$ cat src/rtl/instr_encoder_pkg.sv
// instr_encoder_pkg: shared op-class constants, FSM encoding and field bundle for the instruction encoder.
package instr_encoder_pkg;
    localparam logic [1:0] OP_DP  = 2'b00;
    localparam logic [1:0] OP_MEM = 2'b01;
    localparam logic [1:0] OP_BR  = 2'b10;
    localparam logic [1:0] OP_ILL = 2'b11;
    localparam logic [1:0] S_IDLE   = 2'b00;
    localparam logic [1:0] S_ENCODE = 2'b01;
    localparam logic [1:0] S_WRITE  = 2'b10;
    localparam logic [1:0] S_DONE   = 2'b11;
    localparam int MAX_WORDS = 64;
    typedef struct packed {
        logic [3:0]  cond;
        logic [1:0]  op;
        logic [5:0]  funct;
        logic [3:0]  rn;
        logic [3:0]  rd;
        logic [11:0] src2;
        logic [23:0] imm24;
    } fields_t;
endpackage

$ cat src/rtl/instr_encoder_if.sv
// instr_encoder_if: field-transfer handshake between an instruction source and the encoder.
interface instr_encoder_if;
    logic        in_valid;
    logic        in_ready;
    logic        finish;
    logic [3:0]  Cond;
    logic [1:0]  Op;
    logic [5:0]  Funct;
    logic [3:0]  Rn;
    logic [3:0]  Rd;
    logic [11:0] Src2;
    logic [23:0] Imm24;
    modport master(output in_valid, finish, Cond, Op, Funct, Rn, Rd, Src2, Imm24, input in_ready);
    modport slave(input in_valid, finish, Cond, Op, Funct, Rn, Rd, Src2, Imm24, output in_ready);
endinterface

$ cat src/rtl/instr_encoder_pack.sv
// instr_pack: combinational formation of the 32-bit machine word from fields, flagging the illegal op class.
module instr_pack
    import instr_encoder_pkg::*;
(
    input  fields_t     f,
    output logic [31:0] word,
    output logic        illegal
);
    assign word = f.op == OP_BR ? {f.cond, OP_BR, f.funct[5:4], f.imm24}
                                : {f.cond, f.op, f.funct, f.rn, f.rd, f.src2};
    assign illegal = f.op == OP_ILL;
endmodule

$ cat src/rtl/instr_encoder.sv
// instr_encoder: accepts instruction fields, encodes them and writes one word per slot into instruction memory,
// holding the CPU in reset until the program is closed.
module instr_encoder
    import instr_encoder_pkg::*;
(
    input  logic            clk,
    input  logic            reset,
    instr_encoder_if.slave  bus,
    output logic            MemW,
    output logic [31:0]     Adr,
    output logic [31:0]     WriteData,
    output logic [6:0]      count,
    output logic            full,
    output logic            err,
    output logic            done,
    output logic            cpu_hold
);
    logic [1:0]  state;
    fields_t     f;
    logic [31:0] packed_word;
    logic [31:0] word;
    logic        illegal;
    logic        xfer;

    instr_pack u_pack (.f(f), .word(packed_word), .illegal(illegal));

    assign full         = count == 7'(MAX_WORDS);
    assign bus.in_ready = state == S_IDLE && !full;
    assign xfer         = bus.in_valid && bus.in_ready;
    assign MemW         = state == S_WRITE;
    assign done         = state == S_DONE;
    assign cpu_hold     = !done;
    assign Adr          = {23'b0, count, 2'b00};
    assign WriteData    = word;

    always_ff @(posedge clk or negedge reset) begin
        if (!reset) begin
            state <= S_IDLE;
            f     <= '0;
            word  <= '0;
            count <= '0;
            err   <= 1'b0;
        end else begin
            case (state)
                S_IDLE: begin
                    // a transfer takes priority over a coincident finish
                    if (xfer) begin
                        f     <= {bus.Cond, bus.Op, bus.Funct, bus.Rn, bus.Rd, bus.Src2, bus.Imm24};
                        state <= S_ENCODE;
                    end else if (bus.finish && count != 7'd0) begin
                        state <= S_DONE;
                    end
                end
                S_ENCODE: begin
                    word  <= packed_word;
                    err   <= err | illegal;
                    state <= illegal ? S_IDLE : S_WRITE;
                end
                S_WRITE: begin
                    if (!full) count <= count + 7'd1;
                    state <= S_IDLE;
                end
                default: state <= S_DONE;
            endcase
        end
    end
endmodule

$ cat src/flat_wrapper.sv
// flat-port wrapper written by rule: the top's interface ports become plain ports
module instr_encoder_flat import instr_encoder_pkg::*;
  (clk, reset, MemW, Adr, WriteData, count, full, err, done, cpu_hold, bus_in_valid, bus_finish, bus_Cond, bus_Op, bus_Funct, bus_Rn, bus_Rd, bus_Src2, bus_Imm24, bus_in_ready);
  instr_encoder_if bus_i ();
  input  logic clk;
  input  logic reset;
  output logic MemW;
  output logic [31:0] Adr;
  output logic [31:0] WriteData;
  output logic [6:0] count;
  output logic full;
  output logic err;
  output logic done;
  output logic cpu_hold;
  input wire logic [$bits(bus_i.in_valid)-1:0] bus_in_valid;
  input wire logic [$bits(bus_i.finish)-1:0] bus_finish;
  input wire logic [$bits(bus_i.Cond)-1:0] bus_Cond;
  input wire logic [$bits(bus_i.Op)-1:0] bus_Op;
  input wire logic [$bits(bus_i.Funct)-1:0] bus_Funct;
  input wire logic [$bits(bus_i.Rn)-1:0] bus_Rn;
  input wire logic [$bits(bus_i.Rd)-1:0] bus_Rd;
  input wire logic [$bits(bus_i.Src2)-1:0] bus_Src2;
  input wire logic [$bits(bus_i.Imm24)-1:0] bus_Imm24;
  output wire logic [$bits(bus_i.in_ready)-1:0] bus_in_ready;
  assign bus_i.in_valid = bus_in_valid;
  assign bus_i.finish = bus_finish;
  assign bus_i.Cond = bus_Cond;
  assign bus_i.Op = bus_Op;
  assign bus_i.Funct = bus_Funct;
  assign bus_i.Rn = bus_Rn;
  assign bus_i.Rd = bus_Rd;
  assign bus_i.Src2 = bus_Src2;
  assign bus_i.Imm24 = bus_Imm24;
  assign bus_in_ready = bus_i.in_ready;
  instr_encoder u_core (.clk(clk), .reset(reset), .bus(bus_i), .MemW(MemW), .Adr(Adr), .WriteData(WriteData), .count(count), .full(full), .err(err), .done(done), .cpu_hold(cpu_hold));
endmodule
$ cat config.mk
export PLATFORM = sky130hd
export DESIGN_NAME = instr_encoder_flat
export DESIGN_NICKNAME = d
export VERILOG_FILES = /design/src/rtl/instr_encoder_pkg.sv /design/src/rtl/instr_encoder_if.sv /design/src/rtl/instr_encoder_pack.sv /design/src/rtl/instr_encoder.sv /design/src/flat_wrapper.sv
export SDC_FILE = /design/constraint.sdc
export NUM_CORES = 1
export LEC_CHECK = 0
export BUFFER_PORTS_ARGS = -buffer_cell sky130_fd_sc_hd__buf_4
export CAP_MARGIN = 10
export CORE_ASPECT_RATIO = 0.7
export CORE_MARGIN = 2
export CORE_UTILIZATION = 46
export DETAILED_ROUTE_END_ITERATION = 10
export PLACE_DENSITY = 0.76
export SETUP_SLACK_MARGIN = 0.3
export SLEW_MARGIN = 20
export SYNTH_ARGS = -nofsm -noshare
export SYNTH_HDL_FRONTEND = slang
export SYNTH_SLANG_ARGS = --single-unit
$ cat constraint.sdc
create_clock -name clk -period 1.75 [get_ports clk]
set_input_delay 0.175 -clock clk [delete_from_list [all_inputs] [get_ports clk]]
set_output_delay 0.175 -clock clk [all_outputs]
set_load 0.02 [all_outputs]
# Word level (Yosys, flattened, before mapping)
# Cells that the tools add are included.
# op_classes
addsub	1
eq_ne	7
n_mux	5
bitwise_logic	2
n_reduce_logical	9
# op_table
operator	n
$mux W28	1
$eq A2 B2 Y1 const B	4
$add A7 B1 Y7 const B	1
$eq A7 B7 Y1 const B	1
$reduce_bool A7 Y1	1
$mux W2	3
$pmux W2 S3	1
$reduce_and A2 Y1	2
$logic_and A1 B1 Y1	3
$ne A3 B2 Y1 const B	1
$eq A2 B1 Y1 const B	1
$logic_not A1 Y1	2
$logic_not A2 Y1	1
$not A1 Y1	1
$or A1 B1 Y1	1
# totals
reg_bits	98
output_inout_bits	77
elab_cells	35

# Longest topological paths before layout
# Gate-level depths: netlist of the first run.
# logic_depth
word_depth	6
mapped_depth	7
depth_no_buf	5

# Hierarchy
# Synthesis of the first run repeated with hierarchy kept, for this count alone.
# unflattened
cells_unflattened	312
hier_area_um2	4759.6
# by_module_without_submodules
module	instances	cells_per_inst	area_each_um2	seq_area_each_um2
instr_encoder	1	275	4284.1	2452.4
instr_pack	1	37	475.5	0.0

# Worst setup path before layout of the first run
# OpenSTA, ideal clock, no wires.
# synth_timing
kind	register to register
from	register u_core.count[0]
to	register, netlist name u_core.f[0]
setup_ps	125
arrival_ps	1819
required_time_ps	1625
setup_slack_ps	-194
path_stages_with_launch	8
path_buffers	2
synth_period_minus_slack_ps	1944
cell_sequence	dfrtp_1 > inv_1 > ha_1 > nor3b_4 > a31oi_1 > buf_4 > buf_6 > mux2_4
# synth_via
elab_chain_cells	5
# synth_rtl
element	line_no	rtl
start: declaration	instr_encoder.sv:12	output logic [6:0] count,
start signal: assignment	instr_encoder.sv:60	if (!full) count <= count + 7'd1;
$eq A7 B7 Y1	instr_encoder.sv:27	assign full = count == 7'(MAX_WORDS);
$logic_not A1 Y1	instr_encoder.sv:28	assign bus.in_ready = state == S_IDLE && !full;
$logic_and A1 B1 Y1	instr_encoder.sv:28	
$logic_and A1 B1 Y1	instr_encoder.sv:29	assign xfer = bus.in_valid && bus.in_ready;
$reduce_and A2 Y1 (no source line)	-	
# Every way passes these cells.
# A chain may end at the register's enable or synchronous reset.

# Final worst setup path of the first run
# layout_timing
from	register u_core.count[0]
to	register, netlist name u_core.f[44]
# layout_via
elab_chain_cells	5
# layout_rtl
element	line_no
$eq A7 B7 Y1	instr_encoder.sv:27
$logic_not A1 Y1	instr_encoder.sv:28
$logic_and A1 B1 Y1	instr_encoder.sv:28
$logic_and A1 B1 Y1	instr_encoder.sv:29
$reduce_and A2 Y1 (no source line)	-
# Every way passes these cells.

==> results of run 1 <==
[what timing repair did]
item                                    CTS  global route
endpoints found under the setup margin   65            94
pin swaps                                10            21
resized for setup                        63            68
hold endpoints to repair                 21             0
setup buffers                             8             5
cloned                                    4             4
hold buffers                              1             0
[final cells by class]
| type | instances | area, um2 |
|---|---|---|
| sequential | 98 | 2460 |
| tap | 128 | 160 |
| timing repair buffer | 154 | 1490 |
| clock buffer | 10 | 239 |
| fill | 649 | 2890 |
| clock inverter | 6 | 87.6 |
| inverter | 8 | 30.0 |
| multi-input combinational | 205 | 2250 |
[path summary, 6_finish.rpt]
kind	startpoint	to	slack, ns	depth (start not counted)
max in group asynchronous	reset	u_core.f[14]	0.89	3
max	u_core.count[0]	u_core.f[44]	-0.08	8
min in group asynchronous	reset	u_core.WriteData[30]	0.27	2
min	bus_Imm24[11]	u_core.f[11]	0.06	2
min reg2reg	u_core.err	u_core.err	0.48	1
max reg2reg	u_core.count[0]	u_core.f[44]	-0.08	8
[through the flow]
stage	setup WS (ns)	total power, uW	utilization	TNS (ns)
after floorplan	-0.0710	7840	-	-2.84
final	-0.0778	14100	0.699	-2.63
after global routing	-0.123	14800	0.699	-4.47
after global placement	0.0338	9440	0.574	0
after CTS	-0.0524	12900	0.653	-0.556
after detailed placement	-0.00810	9680	0.574	-0.0457
[placed cells by master (no fill, tap or decap), types with 4 or more instances in the layout]
master,synthesis,layout
sky130_fd_sc_hd__dfrtp_1,98,95
sky130_fd_sc_hd__buf_12,0,9
sky130_fd_sc_hd__buf_6,4,9
sky130_fd_sc_hd__mux2i_1,25,25
sky130_fd_sc_hd__nand4_1,4,4
sky130_fd_sc_hd__nor2_4,0,23
sky130_fd_sc_hd__conb_1,1,25
sky130_fd_sc_hd__ha_4,0,4
sky130_fd_sc_hd__buf_16,0,5
sky130_fd_sc_hd__buf_4,33,124
sky130_fd_sc_hd__a21oi_2,0,23
sky130_fd_sc_hd__clkbuf_16,0,13
sky130_fd_sc_hd__inv_2,0,5
sky130_fd_sc_hd__mux2_4,40,62
sky130_fd_sc_hd__xnor2_1,5,5
sky130_fd_sc_hd__nand2_1,5,5
[critical path: stages, from the launching register on]
cell and delay (ns):
sky130_fd_sc_hd__dfrtp_2 0.40, sky130_fd_sc_hd__inv_2 0.07, sky130_fd_sc_hd__ha_4 0.12, sky130_fd_sc_hd__nor3b_4 0.21, sky130_fd_sc_hd__buf_4 0.16, sky130_fd_sc_hd__a31oi_4 0.08, sky130_fd_sc_hd__buf_12 0.18, sky130_fd_sc_hd__clkbuf_16 0.18
sky130_fd_sc_hd__mux2_4 0.30
[registers in the layout, indices dropped and copies added, names as in the netlist]
signal,count
u_core.err,1
u_core.count,7
u_core.WriteData,32
u_core.state,2
u_core.f,56
[power breakdown]
group	internal (uW)	total, uW	switching, uW
logic	4210	7590	3380
registers	3440	4330	898
clock network	1290	2170	875
total	8940	14100	5160
[layer usage]
metal / wire length, um / vias to the layer above
met5: 0 / -
met4: 97 / 0
met2: 5290 / 98
met3: 649 / 11
li1: - / 1388
met1: 5170 / 1566
[cell families (layout without fill, tap and decap cells)]
| family | count (synthesis) | after routing | synth area share |
|---|---|---|---|
| buffers and inverters | 55 | 178 | 0.0814 |
| AOI/OAI and AO/OA | 34 | 34 | 0.0432 |
| other | 1 | 25 | 0.000836 |
| DFF | 98 | 98 | 0.546 |
| and+or+nand+nor | 45 | 45 | 0.0493 |
| muxes | 90 | 90 | 0.252 |
| adders and majority gates | 6 | 6 | 0.0167 |
| xor gates and xnor gates | 5 | 5 | 0.00976 |
==> results.rst, run 1 <==
.. list-table::
   :header-rows: 1

   * - Metric
     - Value
   * - Final hold violation count
     - 0
   * - Portion of synthesized cell area occupied by the leading cell type
     - 0.546
   * - Design Area, Final
     - 6720 um2
   * - Initial Utilization
     - 0.467
   * - Largest driver fanout on the critical path
     - 7
   * - Worst EP required
     - 1.98 ns
   * - Routed vias
     - 3063
   * - Final standard cell count with taps included and fillers excluded
     - 609
   * - Fraction of final layout cells with drive strength greater than 1
     - 0.638
   * - Most utilized layer in the global route result
     - met2
   * - Most frequent cells after synthesis
     - sky130_fd_sc_hd__dfrtp_1 (98), sky130_fd_sc_hd__mux2_4 (40), sky130_fd_sc_hd__buf_4 (33), sky130_fd_sc_hd__nor2_1 (26)
   * - WL/cell
     - 18.4 um
   * - Met3 usage
     - 0.0618
   * - Via density per instance
     - 5.03
   * - Total gr overflow
     - 0
   * - Sum of net half-perimeters after detailed placement
     - 6.66 mm
   * - Power density of the placed cells
     - 2100 nW/um2
   * - Overall track demand over capacity in global routing
     - 0.208
   * - Portion of the post-synthesis area used by sequential elements
     - 0.546
   * - Die outline height
     - 86.6 um
   * - Path type of the worst min-delay path
     - input port to flip-flop
   * - Library cell with the highest instance count after synthesis
     - sky130_fd_sc_hd__dfrtp_1
   * - DRT Pass-1 Iters
     - 4
   * - Warnings, synthesis
     - 0
   * - Largest cells by area after synthesis
     - sky130_fd_sc_hd__dfrtp_1 (55%), sky130_fd_sc_hd__mux2_4 (13%), sky130_fd_sc_hd__mux2_2 (6.3%)
   * - Worst setup SP type
     - flip-flop
   * - Antenna diodes
     - 0
   * - Ratio of final minimum period to clock period
     - 1.04
   * - Number of nets with antenna violations after detailed routing
     - 0
   * - Horizontal die dimension
     - 122 um
   * - Input/output buffers
     - 111
   * - Final worst slack
     - -0.0778 ns
   * - Clock tree sinks
     - 98
   * - RSZ-0062 raised after global routing
     - true
   * - Min Clock Period, post-route
     - 1.83 ns
   * - Die Outline Area
     - 10600 um2
   * - Count of final max-slew check failures
     - 0
   * - First-pass GRT wire length
     - 16.5 mm
   * - DRT Wirelength
     - 11.2 mm
   * - CTS root buffer
     - sky130_fd_sc_hd__clkbuf_16
   * - Leakage dissipation
     - 0.00308 uW
   * - Worst-case clock buffer depth
     - 2
   * - Maximum operating frequency
     - 547 MHz
   * - Asr flop ratio synth
     - 1.00
   * - Total Nets Final
     - 542
   * - CTS HTree Levels
     - 3
   * - Signal arrival time at the worst endpoint
     - 2.06 ns
   * - Top flip-flop cell by instance count after synthesis
     - sky130_fd_sc_hd__dfrtp_1
   * - Total CTS buffers
     - 9
   * - CTS tree
     - done
   * - Library cells used by synthesis
     - 30
   * - Met2 track demand over resource in global routing
     - 0.319
   * - Hold_ws
     - 0.0570 ns
   * - Placed inst area
     - 5520 um2
   * - Sort of element at the end of the critical path
     - flip-flop
   * - Final-report setup violation count
     - 58
   * - Placement row count
     - 30
   * - Setup Crit Path Kind
     - flip-flop to flip-flop
   * - Clock-pin slew of the registers on the worst-case setup and hold paths
     - 0.07 ns
   * - Final setup skew
     - 0.00935 ns
   * - Syn avg cell area
     - 13.4 um2
   * - Clock insertion delay at the later pin of the skew report
     - 0.35 ns
   * - RD Place Congestion
     - 0.815
   * - Maximum number of pins on one net before global-route repair
     - 44
   * - Post-synthesis sequential element count
     - 98
   * - Met1 Track Usage GR
     - 0.291
   * - VDD IR max
     - 0.00110 V
   * - Syn Std Cell Area
     - 4490 um2
   * - Standard cell core area
     - 9610 um2
   * - Max-cap violation count
     - 0
   * - Number of global-route vias before repair
     - 3109
   * - Biggest area consumer among synthesized cells
     - sky130_fd_sc_hd__dfrtp_1
   * - Inst Count DP
     - 571
   * - DR DRC count
     - 0
   * - Initial antenna violation count
     - 0
   * - Count of flip-flops with a built-in enable after synthesis
     - 0
   * - Cells after Synth
     - 334
   * - # IOs
     - 137
   * - Area growth from synthesis to layout
     - 49.7%
   * - Failing checks
     - negative setup slack
   * - Starting DRT DRC Count
     - 137
   * - Result of the run
     - complete, but fails checks
Power figures use the tool's default switching activity.
==> run 2: changes to the inputs <==
--- a/config.mk
+++ b/config.mk
@@ -5,6 +5,7 @@
 export SDC_FILE = /design/constraint.sdc
 export NUM_CORES = 1
 export LEC_CHECK = 0
+export ABC_AREA = 1
 export BUFFER_PORTS_ARGS = -buffer_cell sky130_fd_sc_hd__buf_4
 export CAP_MARGIN = 10
 export CORE_ASPECT_RATIO = 0.7
==> constraint.sdc (replaced) <==
create_clock -name clk -period 1.75 [get_ports clk]
set_input_delay 0.35 -clock clk [delete_from_list [all_inputs] [get_ports clk]]
set_output_delay 0.35 -clock clk [all_outputs]
set_load 0.02 [all_outputs]
==> results.rst, run 2 <==
.. list-table::
   :header-rows: 1

   * - Metric
     - Value
   * - Placement row count
     - 30 (unchanged)
   * - Hold_ws
     - 0.237 ns (+0.180 ns)
   * - CTS HTree Levels
     - 3 (unchanged)
   * - CTS tree
     - done
   * - Count of cells along the worst hold path
     - 3 (+1)
   * - Die outline height
     - 86.7 um (about the same)
   * - Max-cap violation count
     - 0 (unchanged)
   * - Result of the run
     - completed
   * - Transition time at the pin with the least slew margin
     - 0.526 ns
   * - RSZ-0062 raised after global routing
     - true
   * - Inst Count DP
     - 732 (+28%)
   * - Max stage delay on crit path
     - 0.42 ns (+0.02 ns)
   * - Post-synthesis sequential element count
     - 98 (unchanged)
   * - Standard cell core area
     - 9610 um2 (unchanged)
   * - DRT Wirelength
     - 14.0 mm (+25%)
   * - Antenna diodes
     - 0 (unchanged)
   * - CTS root buffer
     - sky130_fd_sc_hd__clkbuf_16
   * - Worst setup SP type
     - flip-flop
   * - DR DRC count
     - 0 (unchanged)
   * - Area growth from synthesis to layout
     - 56.7%
   * - Largest driver fanout on the critical path
     - 3 (-4)
   * - Final standard cell count with taps included and fillers excluded
     - 807 (+33%)
   * - VDD IR max
     - 0.00100 V (-8.9%)
   * - Worst EP required
     - 1.40 ns (-0.58 ns)
   * - Initial Utilization
     - 0.468 (+0.000912)
   * - Most frequent cells after synthesis
     - sky130_fd_sc_hd__nand2_1 (149), sky130_fd_sc_hd__dfrtp_1 (98), sky130_fd_sc_hd__inv_1 (37), sky130_fd_sc_hd__buf_4 (35), sky130_fd_sc_hd__nand3_1 (33)
   * - Min Clock Period, post-route
     - 1.74 ns (-0.0882 ns)
   * - Die Outline Area
     - 10600 um2 (+0.19%)
   * - Most frequent cells in the layout
     - sky130_fd_sc_hd__buf_4 (131), sky130_fd_sc_hd__nand2_1 (110), sky130_fd_sc_hd__dfrtp_1 (93)
   * - Largest cells by area after synthesis
     - sky130_fd_sc_hd__dfrtp_1 (55%), sky130_fd_sc_hd__nand2_1 (12%), sky130_fd_sc_hd__buf_4 (5.8%)
   * - Register with the highest flop count
     - u_core.f
   * - Final hold violation count
     - 0 (unchanged)
   * - Path type of the worst min-delay path
     - input port to flip-flop
   * - Clock-pin slew of the registers on the worst-case setup and hold paths
     - 0.07 ns (about the same)
   * - Sum of net half-perimeters after detailed placement
     - 7.32 mm (+10%)
   * - Signal arrival time at the worst endpoint
     - 1.39 ns (-0.67 ns)
   * - Maximum operating frequency
     - 575 MHz (+5.1%)
   * - Total gr overflow
     - 0 (unchanged)
   * - Total design power
     - 13600 uW (-3.2%)
   * - Fraction of final layout cells with drive strength greater than 1
     - 0.454 (-0.185)
   * - Asr flop ratio synth
     - 1.00 (unchanged)
   * - Fin util
     - 0.733 (+0.0344)
   * - Top flip-flop cell by instance count after synthesis
     - sky130_fd_sc_hd__dfrtp_1
   * - Starting DRT DRC Count
     - 303 (+120%)
   * - Most prevalent standard cell on the critical path
     - sky130_fd_sc_hd__nor2_4
   * - Library cell with the highest instance count after synthesis
     - sky130_fd_sc_hd__nand2_1
   * - Setup Crit Path Kind
     - flip-flop to primary output
   * - Power density of the placed cells
     - 1940 nW/um2 (-7.7%)
   * - Final TNS setup
     - 0 ns (+2.63 ns)
   * - Initial antenna violation count
     - 0 (unchanged)
   * - Maximum number of pins on one net before global-route repair
     - 38 (-14%)
   * - Total CTS buffers
     - 9 (unchanged)
   * - Family of cells with the greatest summed delay on the critical path
     - flip-flops
   * - Library cells used by synthesis
     - 21 (-30%)
   * - Count of flip-flops with a built-in enable after synthesis
     - 0 (unchanged)
   * - Syn avg cell area
     - 8.77 um2 (-35%)
   * - Warnings, synthesis
     - 0 (unchanged)
   * - Biggest area consumer among synthesized cells
     - sky130_fd_sc_hd__dfrtp_1
   * - Clock insertion delay at the later pin of the skew report
     - 0.34 ns (about the same)
   * - Cells after Synth
     - 513 (+54%)
   * - Final setup skew
     - 0.00677 ns (-0.00259 ns)
   * - DRT Pass-1 Iters
     - 4 (unchanged)
   * - RD Place Congestion
     - 0.797 (-2.2%)
   * - Clock tree sinks
     - 98 (unchanged)
   * - # IOs
     - 137 (unchanged)
   * - Syn Std Cell Area
     - 4500 um2 (+0.20%)
   * - Cell type of the slowest stage on the worst timing path
     - sky130_fd_sc_hd__dfrtp_2
   * - Routed vias
     - 4099 (+34%)
   * - Cell depth of the worst flop-to-flop path
     - 11 (+3)
   * - Sort of element at the end of the critical path
     - primary output
   * - Overall track demand over capacity in global routing
     - 0.258 (+0.0503)
   * - Leakage dissipation
     - 0.00361 uW (+17%)
   * - Number of global-route vias before repair
     - 4063 (+31%)
   * - Critical path buffer and inverter count
     - 2 (-2)
   * - Tightest slew margin relative to the limit
     - 0.649
   * - Count of final max-slew check failures
     - 0 (unchanged)
   * - First-pass GRT wire length
     - 20.8 mm (+26%)
   * - Portion of the post-synthesis area used by sequential elements
     - 0.545 (-0.00106)
   * - WL/cell
     - 17.4 um (-5.3%)
   * - Reg2Reg Setup Slack
     - 0.02 ns (+0.10 ns)
   * - Most common cell after layout, fill and taps aside
     - sky130_fd_sc_hd__buf_4
   * - Worst-case clock buffer depth
     - 2 (unchanged)
   * - Max reg flops
     - 56 (unchanged)
   * - Total Nets Final
     - 740 (+37%)
   * - Crit. path cell count
     - 6 (-2)
   * - Final-report setup violation count
     - 0 (-100%)
   * - Via density per instance
     - 5.08 (+0.99%)
   * - Cells traversed along the worst timing path
     - inv_2, ha_4, nand2_4, nor2_4, nor2_4, buf_6
   * - Ratio of final minimum period to clock period
     - 0.994 (-0.0504)
   * - Input/output buffers
     - 111 (unchanged)
   * - Portion of synthesized cell area occupied by the leading cell type
     - 0.545 (-0.00106)
   * - Number of nets with antenna violations after detailed routing
     - 0 (unchanged)
   * - Horizontal die dimension
     - 122 um (about the same)
==> run 2: cell count changes after synthesis, moves of 29 or more <==
cell,before,now
sky130_fd_sc_hd__nand2_1,5,149
sky130_fd_sc_hd__nand3_1,0,33
sky130_fd_sc_hd__inv_1,8,37
sky130_fd_sc_hd__mux2_4,40,0
==> run 2: per-stage QoR <==
stage                     setup slack (ns)  instance area, um2
after floorplan                      0.256                4630
after global placement               0.217                5410
after detailed placement             0.101                5410
after CTS                           0.0130                6700
after global routing               -0.0366                7050
final                               0.0103                7050
==> run 2: cell families (layout without fill, tap and decap cells) <==
family,count (synthesis),in the layout,share of synthesized area
simple gates,223,223,0.201
buf+inv,100,242,0.120
flops,98,98,0.545
compound gates,81,81,0.108
fa+ha+maj,6,6,0.0167
xor+xnor,4,4,0.00779
other cells,1,25,0.000834
==> run 2: layout make-up <==
cell class | count | area, um2
Fill cell | 642 | 2560
Sequential cell | 98 | 2460
Multi-Input combinational cell | 339 | 1980
Timing Repair Buffer | 185 | 1980
Clock buffer | 11 | 243
Inverter | 41 | 161
Tap cell | 128 | 160
Clock inverter | 5 | 61.3
==> run 2: layer usage <==
layer  wire [um]  global-route usage
met5           0                   0
met4         327              0.0742
met3         911              0.0625
met2        6990               0.421
met1        5820               0.346
==> run 2: path summary, 6_finish.rpt <==
| kind | startpoint | endpoint |
|---|---|---|
| hold reg to reg | u_core.f[15] | u_core.f[15] |
| max in group asynchronous | reset | u_core.f[50] |
| setup reg to reg | u_core.count[0] | u_core.f[34] |
| min in group asynchronous | reset | u_core.count[4] |
| setup / recovery | u_core.count[0] | bus_in_ready |
| hold / removal | bus_Cond[1] | u_core.f[53] |
==> run 2: what timing repair did <==
| action | 4_1_cts | 5_1_grt |
|---|---|---|
| hold endpoints to repair | 24 | 0 |
| resized for setup | 102 | 51 |
| setup buffers | 29 | 13 |
| hold buffers | 1 | 0 |
| gates cloned | 13 | 3 |
| pin swaps | 41 | 11 |
| setup endpoints to repair | 66 | 95 |
==> run 2: power by group <==
part	internal (uW)	leakage, uW	switching (uW)
clock network	1150	0.000138	858
registers	3360	0.00116	678
logic	3580	0.00231	4020
==> run 2: worst register-to-register path, stage by stage, from the launching register on <==
cell	delay [ns]
sky130_fd_sc_hd__dfrtp_2	0.38
sky130_fd_sc_hd__inv_2	0.06
sky130_fd_sc_hd__ha_4	0.16
sky130_fd_sc_hd__nand2_1	0.06
sky130_fd_sc_hd__nor2_1	0.04
sky130_fd_sc_hd__nand2_2	0.11
sky130_fd_sc_hd__nand3_4	0.16
sky130_fd_sc_hd__buf_6	0.18
sky130_fd_sc_hd__buf_6	0.13
sky130_fd_sc_hd__buf_12	0.12
sky130_fd_sc_hd__buf_16	0.13
sky130_fd_sc_hd__a21oi_2	0.14
